## src/rtl/pong_ctrl.sv

```systemverilog
// Pong game controller: serve / play / point FSM, paddle collision detection and scoring.
// Optional rally speed-up (multi-cycle ball_step bursts) is built when PONG_SPEEDUP_EN is defined.
module pong_ctrl #(
   parameter int WIN_SCORE   = 7,
   parameter int SERVE_DELAY = 32,
   parameter int PADDLE_H    = 8,
   parameter int PADDLE_X    = 2
) (
   input  logic       clk,
   input  logic       reset,
   input  logic       start,
   input  logic       frame_tick,
   input  logic [5:0] ball_x,
   input  logic [5:0] ball_y,
   input  logic [3:0] ball_radius,
   input  logic [5:0] paddle_l_y,
   input  logic [5:0] paddle_r_y,
   output logic       ball_rst,
   output logic       ball_step,
   output logic [3:0] angle,
   output logic       flip_x,
   output logic       flip_y,
   output logic [3:0] score_l,
   output logic [3:0] score_r,
   output logic [2:0] state,
   output logic [1:0] winner,
   output logic [1:0] speed_level
);

   typedef enum logic [2:0] {
      S_IDLE  = 3'd0,
      S_SERVE = 3'd1,
      S_PLAY  = 3'd2,
      S_POINT = 3'd3,
      S_OVER  = 3'd4
   } state_e;

   localparam int SERVE_CW = (SERVE_DELAY > 1) ? $clog2(SERVE_DELAY) : 1;

   state_e              state_q, state_d;
   logic [3:0]          score_l_q, score_l_d, score_r_q, score_r_d;
   logic [3:0]          angle_q, angle_d, hits_q, hits_d, pt_score;
   logic [1:0]          winner_q, winner_d;
   logic                flip_x_q, flip_x_d, flip_y_q, flip_y_d;
   logic                server_q, server_d, scorer_q, scorer_d;  // 0 = left, 1 = right
   logic                arm_l_q, arm_l_d, arm_r_q, arm_r_d;
   logic [SERVE_CW-1:0] serve_cnt_q, serve_cnt_d;
`ifdef PONG_SPEEDUP_EN
   logic [1:0]          burst_q, burst_d;
`endif

   function automatic logic [3:0] sat_inc(input logic [3:0] v);
      return (v == 4'hF) ? v : v + 4'd1;
   endfunction

   // Geometry is widened to 7 bits so coordinate + radius / height sums never wrap.
   logic [6:0] bx, by, rad, pl, pr;
   logic       left_contact, right_contact, hit_l, hit_r, edge_l, edge_r;

   always_comb begin
      bx            = {1'b0, ball_x};
      by            = {1'b0, ball_y};
      rad           = {3'b000, ball_radius};
      pl            = {1'b0, paddle_l_y};
      pr            = {1'b0, paddle_r_y};
      left_contact  = bx <= 7'(PADDLE_X) + rad;
      right_contact = bx + rad >= 7'(63 - PADDLE_X);
      hit_l         = by >= pl && by <= pl + 7'(PADDLE_H - 1);
      hit_r         = by >= pr && by <= pr + 7'(PADDLE_H - 1);
      edge_l        = by <= pl + 7'd1 || by + 7'd1 >= pl + 7'(PADDLE_H - 1);
      edge_r        = by <= pr + 7'd1 || by + 7'd1 >= pr + 7'(PADDLE_H - 1);
   end

   // NOTE: every variable gets a default before the case so no path leaves it unassigned (no latches).
   always_comb begin
      state_d     = state_q;
      score_l_d   = score_l_q;
      score_r_d   = score_r_q;
      winner_d    = winner_q;
      angle_d     = angle_q;
      hits_d      = hits_q;
      server_d    = server_q;
      scorer_d    = scorer_q;
      arm_l_d     = arm_l_q;
      arm_r_d     = arm_r_q;
      serve_cnt_d = serve_cnt_q;
      flip_x_d    = 1'b0;
      flip_y_d    = 1'b0;
      pt_score    = sat_inc(scorer_q ? score_r_q : score_l_q);

      case (state_q)
         S_IDLE, S_OVER: begin
            if (start) begin
               score_l_d   = '0;
               score_r_d   = '0;
               winner_d    = '0;
               server_d    = 1'b0;
               serve_cnt_d = '0;
               state_d     = S_SERVE;
            end
         end
         S_SERVE: begin
            if (frame_tick) begin
               if (serve_cnt_q == SERVE_CW'(SERVE_DELAY - 1)) begin
                  serve_cnt_d = '0;
                  hits_d      = '0;
                  angle_d     = server_q ? 4'd11 : 4'd1;
                  arm_l_d     = 1'b1;
                  arm_r_d     = 1'b1;
                  state_d     = S_PLAY;
               end else begin
                  serve_cnt_d = serve_cnt_q + 1'b1;
               end
            end
         end
         S_PLAY: begin
            if (frame_tick) begin
               if (!left_contact)  arm_l_d = 1'b1;
               if (!right_contact) arm_r_d = 1'b1;
               if (left_contact && arm_l_q) begin
                  if (hit_l) begin
                     flip_x_d = 1'b1;
                     flip_y_d = edge_l;
                     arm_l_d  = 1'b0;
                     hits_d   = sat_inc(hits_q);
                  end else begin
                     scorer_d = 1'b1;
                     state_d  = S_POINT;
                  end
               end else if (right_contact && arm_r_q) begin
                  if (hit_r) begin
                     flip_x_d = 1'b1;
                     flip_y_d = edge_r;
                     arm_r_d  = 1'b0;
                     hits_d   = sat_inc(hits_q);
                  end else begin
                     scorer_d = 1'b0;
                     state_d  = S_POINT;
                  end
               end
            end
         end
         S_POINT: begin
            if (scorer_q) score_r_d = pt_score;
            else          score_l_d = pt_score;
            server_d = ~scorer_q;
            if (pt_score == 4'(WIN_SCORE)) begin
               winner_d = scorer_q ? 2'd2 : 2'd1;
               state_d  = S_OVER;
            end else begin
               serve_cnt_d = '0;
               state_d     = S_SERVE;
            end
         end
         default: state_d = S_IDLE;
      endcase

`ifdef PONG_SPEEDUP_EN
      // A hit (flip) or miss (leaving PLAY) on this tick cancels the remaining burst.
      burst_d = '0;
      if (state_q == S_PLAY) begin
         if (frame_tick)
            burst_d = (state_d == S_PLAY && !flip_x_d) ? hits_q[3:2] : 2'd0;
         else if (burst_q != 2'd0)
            burst_d = burst_q - 2'd1;
      end
`endif
   end

   // NOTE: sequential state uses non-blocking assignments so all flops update from pre-edge values.
   always_ff @(posedge clk) begin
      if (reset) begin
         state_q     <= S_IDLE;
         score_l_q   <= '0;
         score_r_q   <= '0;
         winner_q    <= '0;
         angle_q     <= '0;
         hits_q      <= '0;
         server_q    <= 1'b0;
         scorer_q    <= 1'b0;
         arm_l_q     <= 1'b1;
         arm_r_q     <= 1'b1;
         serve_cnt_q <= '0;
         flip_x_q    <= 1'b0;
         flip_y_q    <= 1'b0;
`ifdef PONG_SPEEDUP_EN
         burst_q     <= '0;
`endif
      end else begin
         state_q     <= state_d;
         score_l_q   <= score_l_d;
         score_r_q   <= score_r_d;
         winner_q    <= winner_d;
         angle_q     <= angle_d;
         hits_q      <= hits_d;
         server_q    <= server_d;
         scorer_q    <= scorer_d;
         arm_l_q     <= arm_l_d;
         arm_r_q     <= arm_r_d;
         serve_cnt_q <= serve_cnt_d;
         flip_x_q    <= flip_x_d;
         flip_y_q    <= flip_y_d;
`ifdef PONG_SPEEDUP_EN
         burst_q     <= burst_d;
`endif
      end
   end

   always_comb begin
      ball_rst    = (state_q != S_PLAY);
`ifdef PONG_SPEEDUP_EN
      ball_step   = (state_q == S_PLAY) && (frame_tick || burst_q != 2'd0);
      speed_level = hits_q[3:2];
`else
      ball_step   = (state_q == S_PLAY) && frame_tick;
      speed_level = 2'd0;
`endif
   end

   assign state   = state_q;
   assign angle   = angle_q;
   assign flip_x  = flip_x_q;
   assign flip_y  = flip_y_q;
   assign score_l = score_l_q;
   assign score_r = score_r_q;
   assign winner  = winner_q;

endmodule

```

## config.mk

```make
export PLATFORM = sky130hd
export DESIGN_NAME = pong_ctrl
export DESIGN_NICKNAME = d
export VERILOG_FILES = /design/src/rtl/pong_ctrl.sv
export SDC_FILE = /design/constraint.sdc
export NUM_CORES = 1
export LEC_CHECK = 0
export CORE_MARGIN = 4
export CORE_UTILIZATION = 55
export DETAILED_ROUTE_END_ITERATION = 8
export DONT_BUFFER_PORTS = 1
export PLACE_DENSITY = 0.72
export SLEW_MARGIN = 0
export SYNTH_ARGS = -nofsm -noshare
export SYNTH_HDL_FRONTEND = slang
export SYNTH_SLANG_ARGS = --single-unit
```

## constraint.sdc

```tcl
create_clock -name clk -period 2.85 [get_ports clk]
set_input_delay 0.57 -clock clk [delete_from_list [all_inputs] [get_ports clk]]
set_output_delay 0.57 -clock clk [all_outputs]
set_load 0.05 [all_outputs]
```

==> results of run 1 <==
worst paths after layout:
kind                  from             end  slack [ns]  cells past startpoint
max          paddle_l_y[0]          flip_y        0.43                     11
min                  reset       winner[0]        0.36                      1
max reg2reg       scorer_q  serve_cnt_q[4]        0.54                      8
min reg2reg       server_q        server_q        0.47                      2
worst max-delay path: cells and delay by family:
kind,cells,cell delay [ns]
simple gates,2,0.15
fa+ha+maj,2,0.55
compound gates,5,1.05
buf+inv,1,0.05
xor+xnor,1,0.25
cells by family after synthesis:
group                    share of synthesized area [%]
AND/OR/NAND/NOR                                   21.4
AO/OA/AOI/OAI                                     18.9
adder cells (fa/ha/maj)                           26.7
buffers and inverters                             5.77
flip-flops                                        16.7
XOR/XNOR                                          6.73
multiplexers                                      3.76
other                                            0.120
through the flow:
stage	power, W	cells
3_3_place_gp	0.000744	462
4_1_cts	0.000964	465
2_1_floorplan	0.000694	391
3_5_place_dp	0.000759	462
5_1_grt	0.00103	465
6_report	0.000958	465
power by group through the flow:
| stage | registers, W | clock network, W | logic (W) |
|---|---|---|---|
| final | 0.000382 | 0.000202 | 0.000374 |
| after detailed placement | 0.000391 | 0 | 0.000369 |
| after global placement | 0.000390 | 0 | 0.000354 |
| after global routing | 0.000383 | 0.000221 | 0.000430 |
| after CTS | 0.000382 | 0.000210 | 0.000372 |
| after floorplan | 0.000389 | 0 | 0.000305 |
flip-flops by register name, indices dropped and copies added, names as in the netlist:
signal       count
flip_x           1
arm_l_q          1
winner           2
score_r          4
angle            2
scorer_q         1
arm_r_q          1
state            3
serve_cnt_q      5
score_l          4
server_q         1
flip_y           1
layout by cell type (no fill, tap or decap), types with 4 or more instances in the layout:
cell type	instances
sky130_fd_sc_hd__a21oi_1	30
sky130_fd_sc_hd__a21o_1	5
sky130_fd_sc_hd__ha_1	65
sky130_fd_sc_hd__inv_1	29
sky130_fd_sc_hd__buf_4	10
sky130_fd_sc_hd__nand3_1	23
sky130_fd_sc_hd__nor2_1	32
sky130_fd_sc_hd__nand4_1	4
sky130_fd_sc_hd__o21a_1	5
sky130_fd_sc_hd__nor2b_1	5
sky130_fd_sc_hd__xnor2_1	22
sky130_fd_sc_hd__nand3b_1	4
sky130_fd_sc_hd__and3_1	7
sky130_fd_sc_hd__a31oi_1	6
sky130_fd_sc_hd__mux2i_1	7
sky130_fd_sc_hd__nor3_1	4
sky130_fd_sc_hd__nand2b_1	7
sky130_fd_sc_hd__o21ai_0	13
sky130_fd_sc_hd__nand2_1	26
sky130_fd_sc_hd__dfxtp_1	26
metal layers:
metal | wire, um | share of wire (%)
met1 | 3180 | 44
met2 | 3660 | 51
met3 | 325 | 4.5
met4 | 63 | 0.87
met5 | 0 | 0
final cells by class:
type | count | area [um2] | share of cell area (%)
clock buffers | 3 | 41.3 | 1.25
repair buffers | 11 | 95.1 | 2.89
flip-flops and latches | 26 | 520 | 15.8
multi-input cells | 324 | 2440 | 74.0
inverters | 29 | 109 | 3.31
well taps | 72 | 90.1 | 2.74
==> results.txt, run 1 <==
----------------------------------------------------
[Route]
  Detail-routed via count per cell ... about 6
  Count of nets left with antenna violations after detail routing ... 0
  DRC violation count after routing ... 0
  Routed WL ... 7.23 mm
  Count of TritonRoute iterations in the first routing pass ... 4
  Via count of the routed design ... 2791
  Number of violations reported at the end of detailed-routing iteration 0 ... 154
  DR WL/cell ... 15.6 um

[Critical path]
  Slowest stage delay, CP ... 0.34 ns
  Cell Chain, Critical Path ... inv_1 -> ha_1 -> nand2_1 -> nand2_1 -> xnor2_1 -> ha_1 -> a21o_1 -> a211oi_1 -> o31a_1 -> o311ai_0 -> a21oi_1
  Capturing element type of the critical path ... flop
  Cell type of the slowest stage on the worst timing path ... sky130_fd_sc_hd__a211oi_1
  Type of the setup path with the least slack ... input pin to flop
  Worst path arrival time ... approximately 2.6 ns
  Peak fanout along the critical path ... 5
  Data required time at the worst endpoint ... just over 3 ns
  Critical path startpoint category ... input pin

[Floorplanning]
  Vertical die dimension ... between 80 and 90 um
  Top-level port count ... 55
  Site Rows ... 27
  DIE AREA ... 0.00695 mm2
  Starting density of the core ... 56.7%
  Chip Width ... 83.4 um
  Area of the core region ... 0.00551 mm2

[Timing]
  Setup TNS after final layout ... 0 ns
  Setup slack of the critical path after layout ... 0.427 ns
  Final worst clock skew ... between 0.006 and 0.007 ns
  Slew @ Worst Pin ... roughly 0.96 ns
  Highest attainable clock frequency ... 413 MHz
  Final hold violation count ... 0
  RSZ-0062 raised after global routing ... false
  Shortest clock period the worst path allows after layout ... 2.42 ns
  Final setup violation count ... 0
  Final max-slew violation count ... 0
  Hold Worst Slack ... 0.357 ns
  Max transition margin ... 35.9%
  Share of the clock period used by the worst path after layout ... 85.0%

[Synthesis]
  Yosys warning total ... 0
  Top cells by count, synth ... sky130_fd_sc_hd__ha_1 (65), sky130_fd_sc_hd__nor2_1 (32), sky130_fd_sc_hd__a21oi_1 (30)
  Cell taking the most area after synthesis ... sky130_fd_sc_hd__ha_1
  Leading cell type by number of instances after synthesis ... sky130_fd_sc_hd__ha_1
  Netlist Area Pre-Place ... 0.00312 mm2
  Post-synth cell types ... 61
  FF+latch count, synth ... 26
  Share of the yosys chip area belonging to registers ... 16.7%
  Most common flop cell mapped by yosys ... sky130_fd_sc_hd__dfxtp_1
  Gate count after technology mapping ... a little under 400
  Top cells by area, synth ... sky130_fd_sc_hd__ha_1 (26%), sky130_fd_sc_hd__dfxtp_1 (17%), sky130_fd_sc_hd__xnor2_1 (6.2%)
  EDFF count, synth ... 0
  Fraction of post-synthesis cell area in the top cell type by area ... between 20% and 30%
  Async set-reset flop share out of synthesis ... 0%
  Avg Cell Area, Syn ... 8.03 um2

[Cells and area]
  Post-Route Utilization ... 59.8%
  Proportion of layout cells with a drive suffix above 1 ... 7.89%
  Post-Layout Inst Area ... 0.00329 mm2
  Fin nets ... 493
  Syn-to-layout area delta ... 5.37%
  Count of antenna diodes in the layout ... 0
  Fill count ... roughly 500

[Clock tree]
  Longest Clk Path Bufs ... 2
  CTS root buffer ... sky130_fd_sc_hd__clkbuf_8
  Number of hold buffers added after CTS ... 0
  TritonCTS clock tree ... yes
  Insertion delay of the later-clocked pin in the worst-skew pair ... about 0.27 ns
  Number of resized instances in the post-cts repair step ... 0
  Clock net sink count ... 26
  Clock edge transition at the registers on the reported setup and hold paths ... about 0.090 ns
  CTS H-tree depth ... 1
  Post-CTS Setup Bufs ... 0
  Number of buffers inserted during clock tree synthesis ... 3

[Placement]
  HPWL after detailed placement ... 6.03 mm
  Dpl cell area ... 0.00325 mm2
  Post-placement worst setup slack ... 0.0336 ns
  Final estimated routing congestion in global placement ... 0.829
  Input/output buffers ... 0

[Global routing]
  Pin count of the biggest net entering global routing ... 23
  Met1 layer usage reported by global route ... about 25%
  Global-route met2 utilization ... roughly two fifths
  Busiest grt layer ... met2
  Met3 track demand over resource ... 2.78%
  Via count of the first global-routing pass ... 2756
  Antenna violations before repair ... 0
  Aggregate global-route resource usage ... 20.9%
  Remaining global-route overflow ... 0
  Global-route wire length before repair ... 12.4 mm

[Status]
  Outcome ... finished, final reports clean

[Power and ir drop]
  Power density normalized to cell area ... between 200 and 300 mW/mm2
  Sw Ratio ... roughly a third
  Clock network fraction of design power ... a little over a fifth
  Worst IR Drop VDD ... 166 uV
  P_leak ... between 1 and 1.5 nW
  Power Internal ... 0.000626 W
  Share of power burned in combinational logic ... 39.0%
  Net switching power ... approximately 0.00033 W
  Sequential share of power ... between 30% and 40%

[Worst hold path]
  Worst Hold Class ... input pin to flop

[Job]
  Max cap viols ... 0

----------------------------------------------------
Power figures use the tool's default switching activity.
==> run 2, diff against run 1 <==
clock period = 2.5 ns   (was 2.85 ns; I/O delays follow)
==> run 2 against run 1 <==
  * Clock power rose by 76%
  * Utilization is 1.7 points higher
  * Sequential share of layout area decreased by 0.43 points
  * Cell area rose by 2.8%
  * Sequential power up 11%
  * Largest cell class unchanged
  * Largest power group is now combinational logic
  * Highest routed layer unchanged
==> results.txt, run 2 (synthesized netlist as in run 1, its figures left out) <==
----------------------------------------------------
[Status]
  Outcome ... finished, final reports clean

[Clock tree]
  TritonCTS clock tree ... yes
  Longest Clk Path Bufs ... 2 (unchanged)
  CTS H-tree depth ... 1 (unchanged)
  Clock net sink count ... 26 (unchanged)
  Number of buffers inserted during clock tree synthesis ... 3 (unchanged)
  CTS root buffer ... sky130_fd_sc_hd__clkbuf_8
  Clock edge transition at the registers on the reported setup and hold paths ... 0.10 ns (about the same)
  Insertion delay of the later-clocked pin in the worst-skew pair ... 0.28 ns (about the same)

[Route]
  DRC violation count after routing ... 0 (unchanged)
  DR WL/cell ... 15.0 um (-3.8%)
  Detail-routed via count per cell ... 5.84 (-2.8%)
  Via count of the routed design ... 2778 (-0.47%)
  Count of nets left with antenna violations after detail routing ... 0 (unchanged)
  Count of TritonRoute iterations in the first routing pass ... 4 (unchanged)
  Number of violations reported at the end of detailed-routing iteration 0 ... 119 (-23%)
  Routed WL ... 7.12 mm (-1.5%)

[Power and ir drop]
  Sw Ratio ... 32.2% (-2.4 points)
  P_leak ... 1.55 nW (+4.2%)
  Net switching power ... 0.000397 W (+20%)
  Worst IR Drop VDD ... 305 uV (+84%)
  Share of power burned in combinational logic ... 36.6% (-2.4 points)
  Power density normalized to cell area ... 364 mW/mm2 (+25%)
  Power Internal ... 0.000836 W (+33%)
  Clock network fraction of design power ... 28.9% (+7.8 points)
  Sequential share of power ... 34.5% (-5.4 points)

[Global routing]
  Antenna violations before repair ... 0 (unchanged)
  Aggregate global-route resource usage ... 20.3% (-0.59 points)
  Remaining global-route overflow ... 0 (unchanged)
  Via count of the first global-routing pass ... 2854 (+3.6%)
  Pin count of the biggest net entering global routing ... 23 (unchanged)
  Global-route wire length before repair ... 12.2 mm (-1.5%)

[Critical path]
  Worst path arrival time ... 2.54 ns (-0.09 ns)
  Critical path startpoint category ... input pin
  Slowest stage delay, CP ... 0.35 ns (about the same)
  Data required time at the worst endpoint ... 2.70 ns (-0.36 ns)
  Cell seen most often among critical-path stages ... sky130_fd_sc_hd__ha_1
  Cell type of the slowest stage on the worst timing path ... sky130_fd_sc_hd__o32a_1
  Type of the setup path with the least slack ... input pin to flop
  Cell Chain, Critical Path ... inv_1 -> ha_1 -> nand2b_1 -> nand2_1 -> xnor2_1 -> ha_1 -> nand4_1 -> o21ai_0 -> o32a_1 -> buf_4 -> o2111a_1 -> a31oi_1
  Peak fanout along the critical path ... 5 (unchanged)
  Capturing element type of the critical path ... flop

[Worst hold path]
  Worst Hold Class ... input pin to flop

[Placement]
  HPWL after detailed placement ... 5.95 mm (-1.3%)
  Dpl cell area ... 0.00330 mm2 (+1.7%)
  Final estimated routing congestion in global placement ... 0.853 (+3.0%)
  Input/output buffers ... 0 (unchanged)
  Post-placement worst setup slack ... -0.0806 ns (-0.114 ns)
  Cells after DPL ... 471 (+1.9%)

[Cells and area]
  Final cell count without fillers ... 476 (+2.4%)
  Most common library cell in the layout ignoring fill and taps ... sky130_fd_sc_hd__ha_1
  Fin nets ... 503 (+2.0%)
  Syn-to-layout area delta ... 8.33%
  Post-Route Utilization ... 61.5% (+1.7 points)
  Commonest cells after routing, fill and taps aside ... sky130_fd_sc_hd__ha_1 (65), sky130_fd_sc_hd__nor2_1 (32), sky130_fd_sc_hd__a21oi_1 (30)
  Count of antenna diodes in the layout ... 0 (unchanged)
  Proportion of layout cells with a drive suffix above 1 ... 10.4% (+2.5 points)
  Most flops, register ... serve_cnt_q
  Post-Layout Inst Area ... 0.00338 mm2 (+2.8%)
  Flip-flop count of the largest register after layout ... 5 (unchanged)

[Timing]
  Shortest clock period the worst path allows after layout ... 2.34 ns
  Final worst clock skew ... 0.0110 ns (+0.00410 ns)
  Setup TNS after final layout ... 0 ns (unchanged)
  Final max-slew violation count ... 0 (unchanged)
  Share of the clock period used by the worst path after layout ... 93.4%
  Max transition margin ... 51.2% (+15 points)
  RSZ-0062 raised after global routing ... false
  Slew @ Worst Pin ... 0.733 ns (-0.227 ns)
  Highest attainable clock frequency ... 428 MHz
  Setup slack of the critical path after layout ... 0.165 ns (-0.263 ns)
  Final hold violation count ... 0 (unchanged)
  Final setup violation count ... 0 (unchanged)

[Floorplanning]
  Chip Width ... 83.4 um (unchanged)
  DIE AREA ... 0.00695 mm2 (unchanged)
  Vertical die dimension ... 83.4 um (unchanged)
  Starting density of the core ... 56.7% (unchanged)
  Area of the core region ... 0.00551 mm2 (unchanged)
  Site Rows ... 27 (unchanged)
  Top-level port count ... 55 (unchanged)

[Job]
  Max cap viols ... 0 (unchanged)

----------------------------------------------------
## run 2: cell count changes in the layout (fill, tap and decap cells not counted)
cell,change
sky130_fd_sc_hd__buf_12,-1
sky130_fd_sc_hd__buf_4,+11
sky130_fd_sc_hd__bufinv_16,+1
## run 2: worst paths after layout
check | slack (ns) | endpoint | cells after the start | startpoint
setup / recovery | 0.16 | arm_r_q | 12 | paddle_r_y[0]
hold / removal | 0.27 | score_l[3] | 1 | reset
setup reg to reg | 0.30 | serve_cnt_q[4] | 8 | scorer_q
hold reg to reg | 0.50 | server_q | 2 | server_q
## run 2: layer usage
metal,up-vias,global-route usage [%],share of wire (%),routed length (um)
met5,-,0,0,0
met4,0,8.32,1.7,120
met3,11,3.67,4.6,329
met2,57,35.1,49,3470
met1,1276,24.5,45,3210
li1,1434,-,-,-
## run 2: cell type report
type | count | area [um2]
inverters | 29 | 109
well taps | 72 | 90.1
repair buffers | 21 | 158
clock buffers | 3 | 41.3
fillers | 519 | 2120
multi-input cells | 324 | 2440
flip-flops and latches | 26 | 520
clock inverters | 1 | 30.0
## run 2: power by group through the flow
stage          sequential, W  clock, W  combinational [W]
2_1_floorplan       0.000443         0           0.000349
3_3_place_gp        0.000435         0           0.000430
3_5_place_dp        0.000435         0           0.000442
4_1_cts             0.000425  0.000361           0.000446
5_1_grt             0.000427  0.000386           0.000520
6_report            0.000425  0.000356           0.000451
## run 2: stage by stage
| step | hold WS [ns] | total power [W] |
|---|---|---|
| after floorplan | 0.448 | 0.000792 |
| after global placement | 0.465 | 0.000865 |
| after detailed placement | 0.486 | 0.000877 |
| after CTS | 0.269 | 0.00123 |
| after global routing | 0.252 | 0.00133 |
| final | 0.274 | 0.00123 |
## run 2: what timing repair did
action                     4_1_cts  5_1_grt
setup endpoints to repair        0        1
setup buffers                    0        1
hold buffers                     0        0
gates resized for setup          0        1
## run 2: critical path, delay by kind of cell
kind / cells / cell delay, ns
AO/OA/AOI/OAI: 4 / 0.80
buffers and inverters: 2 / 0.20
AND/OR/NAND/NOR: 3 / 0.27
adder cells (fa/ha/maj): 2 / 0.53
XOR/XNOR: 1 / 0.24
==> run 3, diff against run 2 <==
SETUP_SLACK_MARGIN = 0.2   (was default)
SLEW_MARGIN = 30   (was 0)
==> run 3 against run 2 <==
  * Die area unchanged
  * Highest routed layer unchanged
  * Via count increased by 0.36%
  * Critical endpoint is now scorer_q
  * Sequential share of layout area fell by 0.17 points
==> results.txt, run 3 (synthesized netlist as in run 1, its figures left out) <==
----------------------------------------------------
[Route]
  Count of nets left with antenna violations after detail routing ... 0 (unchanged)
  Detail-routed via count per cell ... 5.88 (+0.78%)
  Number of violations reported at the end of detailed-routing iteration 0 ... 103 (-13%)
  Routed WL ... 7.06 mm (-0.84%)
  Count of TritonRoute iterations in the first routing pass ... 4 (unchanged)
  DRC violation count after routing ... 0 (unchanged)
  DR WL/cell ... 14.9 um (-0.42%)
  Via count of the routed design ... 2788 (+0.36%)

[Timing]
  Highest attainable clock frequency ... 457 MHz (+6.8%)
  Share of the clock period used by the worst path after layout ... 87.4% (-6.0 points)
  Final max-slew violation count ... 0 (unchanged)
  Setup TNS after final layout ... 0 ns (unchanged)
  RSZ-0062 raised after global routing ... true
  Final worst clock skew ... 0.00293 ns (-0.00808 ns)
  Setup slack of the critical path after layout ... 0.314 ns (+0.150 ns)
  Final hold violation count ... 0 (unchanged)
  Shortest clock period the worst path allows after layout ... 2.19 ns (-0.150 ns)
  Slew @ Worst Pin ... 0.548 ns (-0.185 ns)
  Max transition margin ... 63.4% (+12 points)
  Final setup violation count ... 0 (unchanged)

[Clock tree]
  Clock net sink count ... 26 (unchanged)
  Insertion delay of the later-clocked pin in the worst-skew pair ... 0.27 ns (about the same)
  Number of buffers inserted during clock tree synthesis ... 3 (unchanged)
  TritonCTS clock tree ... yes
  Longest Clk Path Bufs ... 2 (unchanged)
  Number of hold buffers added after CTS ... 0 (unchanged)
  Clock edge transition at the registers on the reported setup and hold paths ... 0.09 ns (about the same)
  CTS H-tree depth ... 1 (unchanged)
  CTS root buffer ... sky130_fd_sc_hd__clkbuf_8

[Power and ir drop]
  Power density normalized to cell area ... 338 mW/mm2 (-7.3%)
  Sequential share of power ... 36.7% (+2.2 points)
  Net switching power ... 0.000392 W (-1.2%)
  Sw Ratio ... 33.9% (+1.7 points)
  P_leak ... 1.57 nW (+1.7%)
  Overall power consumption ... 0.00116 W (-6.1%)
  Worst IR Drop VDD ... 184 uV (-40%)
  Clock network fraction of design power ... 23.7% (-5.2 points)
  Share of power burned in combinational logic ... 39.7% (+3.1 points)
  Power Internal ... 0.000766 W (-8.4%)

[Critical path]
  Type of the setup path with the least slack ... input pin to flop
  Data required time at the worst endpoint ... 2.68 ns (-0.02 ns)
  Cell Chain, Critical Path ... inv_1 -> ha_1 -> nand2_1 -> nand2_1 -> xnor2_2 -> ha_1 -> nand3_1 -> a21oi_1 -> a211oi_2 -> o31ai_2 -> a21oi_1 -> a2111oi_2
  Cell type of the slowest stage on the worst timing path ... sky130_fd_sc_hd__o31ai_2
  Critical path depth ... 12 (unchanged)
  Peak fanout along the critical path ... 5 (unchanged)
  Critical path startpoint category ... input pin
  Sum of buffers and inverters on the critical path ... 1 (-1)
  R2R cell count ... 8 (unchanged)
  Worst path arrival time ... 2.36 ns (-0.18 ns)
  CP delay by family, top ... compound AO/OA/AOI/OAI gates
  Capturing element type of the critical path ... flop
  Slowest stage delay, CP ... 0.32 ns (-0.03 ns)

[Global routing]
  Remaining global-route overflow ... 0 (unchanged)
  Aggregate global-route resource usage ... 20.3% (-0.025 points)
  Antenna violations before repair ... 0 (unchanged)
  Via count of the first global-routing pass ... 2681 (-6.1%)
  Pin count of the biggest net entering global routing ... 23 (unchanged)
  Global-route wire length before repair ... 12.0 mm (-1.1%)

[Worst hold path]
  Worst Hold Class ... input pin to flop
  Worst Hold Path Cells ... 1 (unchanged)

[Floorplanning]
  Chip Width ... 83.4 um (unchanged)
  Site Rows ... 27 (unchanged)
  Vertical die dimension ... 83.4 um (unchanged)
  Starting density of the core ... 56.7% (unchanged)
  Top-level port count ... 55 (unchanged)
  DIE AREA ... 0.00695 mm2 (unchanged)
  Area of the core region ... 0.00551 mm2 (unchanged)

[Cells and area]
  Most flops, register ... serve_cnt_q
  Most common library cell in the layout ignoring fill and taps ... sky130_fd_sc_hd__ha_1
  Post-Layout Inst Area ... 0.00343 mm2 (+1.4%)
  Fill count ... 496 (-4.4%)
  Multi-input gate area in the final layout ... 0.00251 mm2 (+3.1%)
  Count of antenna diodes in the layout ... 0 (unchanged)
  Commonest cells after routing, fill and taps aside ... sky130_fd_sc_hd__ha_1 (64), sky130_fd_sc_hd__nor2_1 (32), sky130_fd_sc_hd__a21oi_1 (30)
  Fin nets ... 501 (-0.40%)
  Flip-flop count of the largest register after layout ... 5 (unchanged)
  Syn-to-layout area delta ... 9.81%
  Storage element area ... 522 um2 (+0.24%)
  Proportion of layout cells with a drive suffix above 1 ... 13.2% (+2.8 points)

[Placement]
  HPWL after detailed placement ... 5.94 mm (-0.18%)
  Post-placement worst setup slack ... 0.0343 ns (+0.115 ns)
  Final estimated routing congestion in global placement ... 0.804 (-5.8%)
  Input/output buffers ... 0 (unchanged)
  Dpl cell area ... 0.00335 mm2 (+1.5%)

[Status]
  Outcome ... finished, final reports clean

[Job]
  Max cap viols ... 0 (unchanged)

----------------------------------------------------
run 3: cell types whose count changed in the layout (fill, tap and decap cells not counted), moves of 2 or more:
| cell | change |
|---|---|
| sky130_fd_sc_hd__xnor2_1 | -5 |
| sky130_fd_sc_hd__xnor2_2 | +5 |
| sky130_fd_sc_hd__buf_4 | -2 |
| sky130_fd_sc_hd__nor3_1 | -2 |
| sky130_fd_sc_hd__or2_2 | -2 |
| sky130_fd_sc_hd__or2_4 | +2 |
run 3: timing repair:
action | in CTS | in global routing
pin swaps | 0 | 1
gates resized for setup | 1 | 4
endpoints found under the hold margin | 0 | 0
setup buffers | 0 | 0
setup endpoints to repair | 2 | 8
run 3: per-stage QoR:
step                      hold WS [ns]  instances  util [%]
after floorplan                  0.448        391         -
after global placement           0.464        470      60.8
after detailed placement         0.483        470      60.8
after CTS                        0.276        474      62.0
after global routing             0.262        474      62.3
final                            0.281        474      62.3
run 3: power by group through the flow:
stage / combinational, W / sequential [W] / clock [W]
global placement: 0.000435 / 0.000435 / 0
CTS: 0.000456 / 0.000425 / 0.000281
floorplan: 0.000362 / 0.000443 / 0
finish: 0.000459 / 0.000425 / 0.000274
global route: 0.000522 / 0.000426 / 0.000302
detailed placement: 0.000452 / 0.000435 / 0
run 3: final timing paths:
path | end | slack, ns | startpoint
hold / removal | server_q | 0.28 | reset
setup reg to reg | serve_cnt_q[4] | 0.37 | scorer_q
hold reg to reg | serve_cnt_q[3] | 0.49 | serve_cnt_q[3]
setup / recovery | scorer_q | 0.31 | paddle_l_y[0]
run 3: area by class of cell:
| class | count | share of cell area [%] |
|---|---|---|
| multi-input combinational | 324 | 73.2 |
| sequential | 26 | 15.2 |
| timing repair buffer | 19 | 4.16 |
| inverter | 29 | 3.17 |
| tap | 72 | 2.63 |
| clock buffer | 4 | 1.60 |
run 3: layer usage:
metal / vias to the layer above / wire, um / track usage (%)
met5: - / 0 / 0
met4: 0 / 78 / 7.43
met3: 7 / 350 / 4.07
met2: 57 / 3550 / 35.1
met1: 1295 / 3090 / 24.7
li1: 1429 / - / -
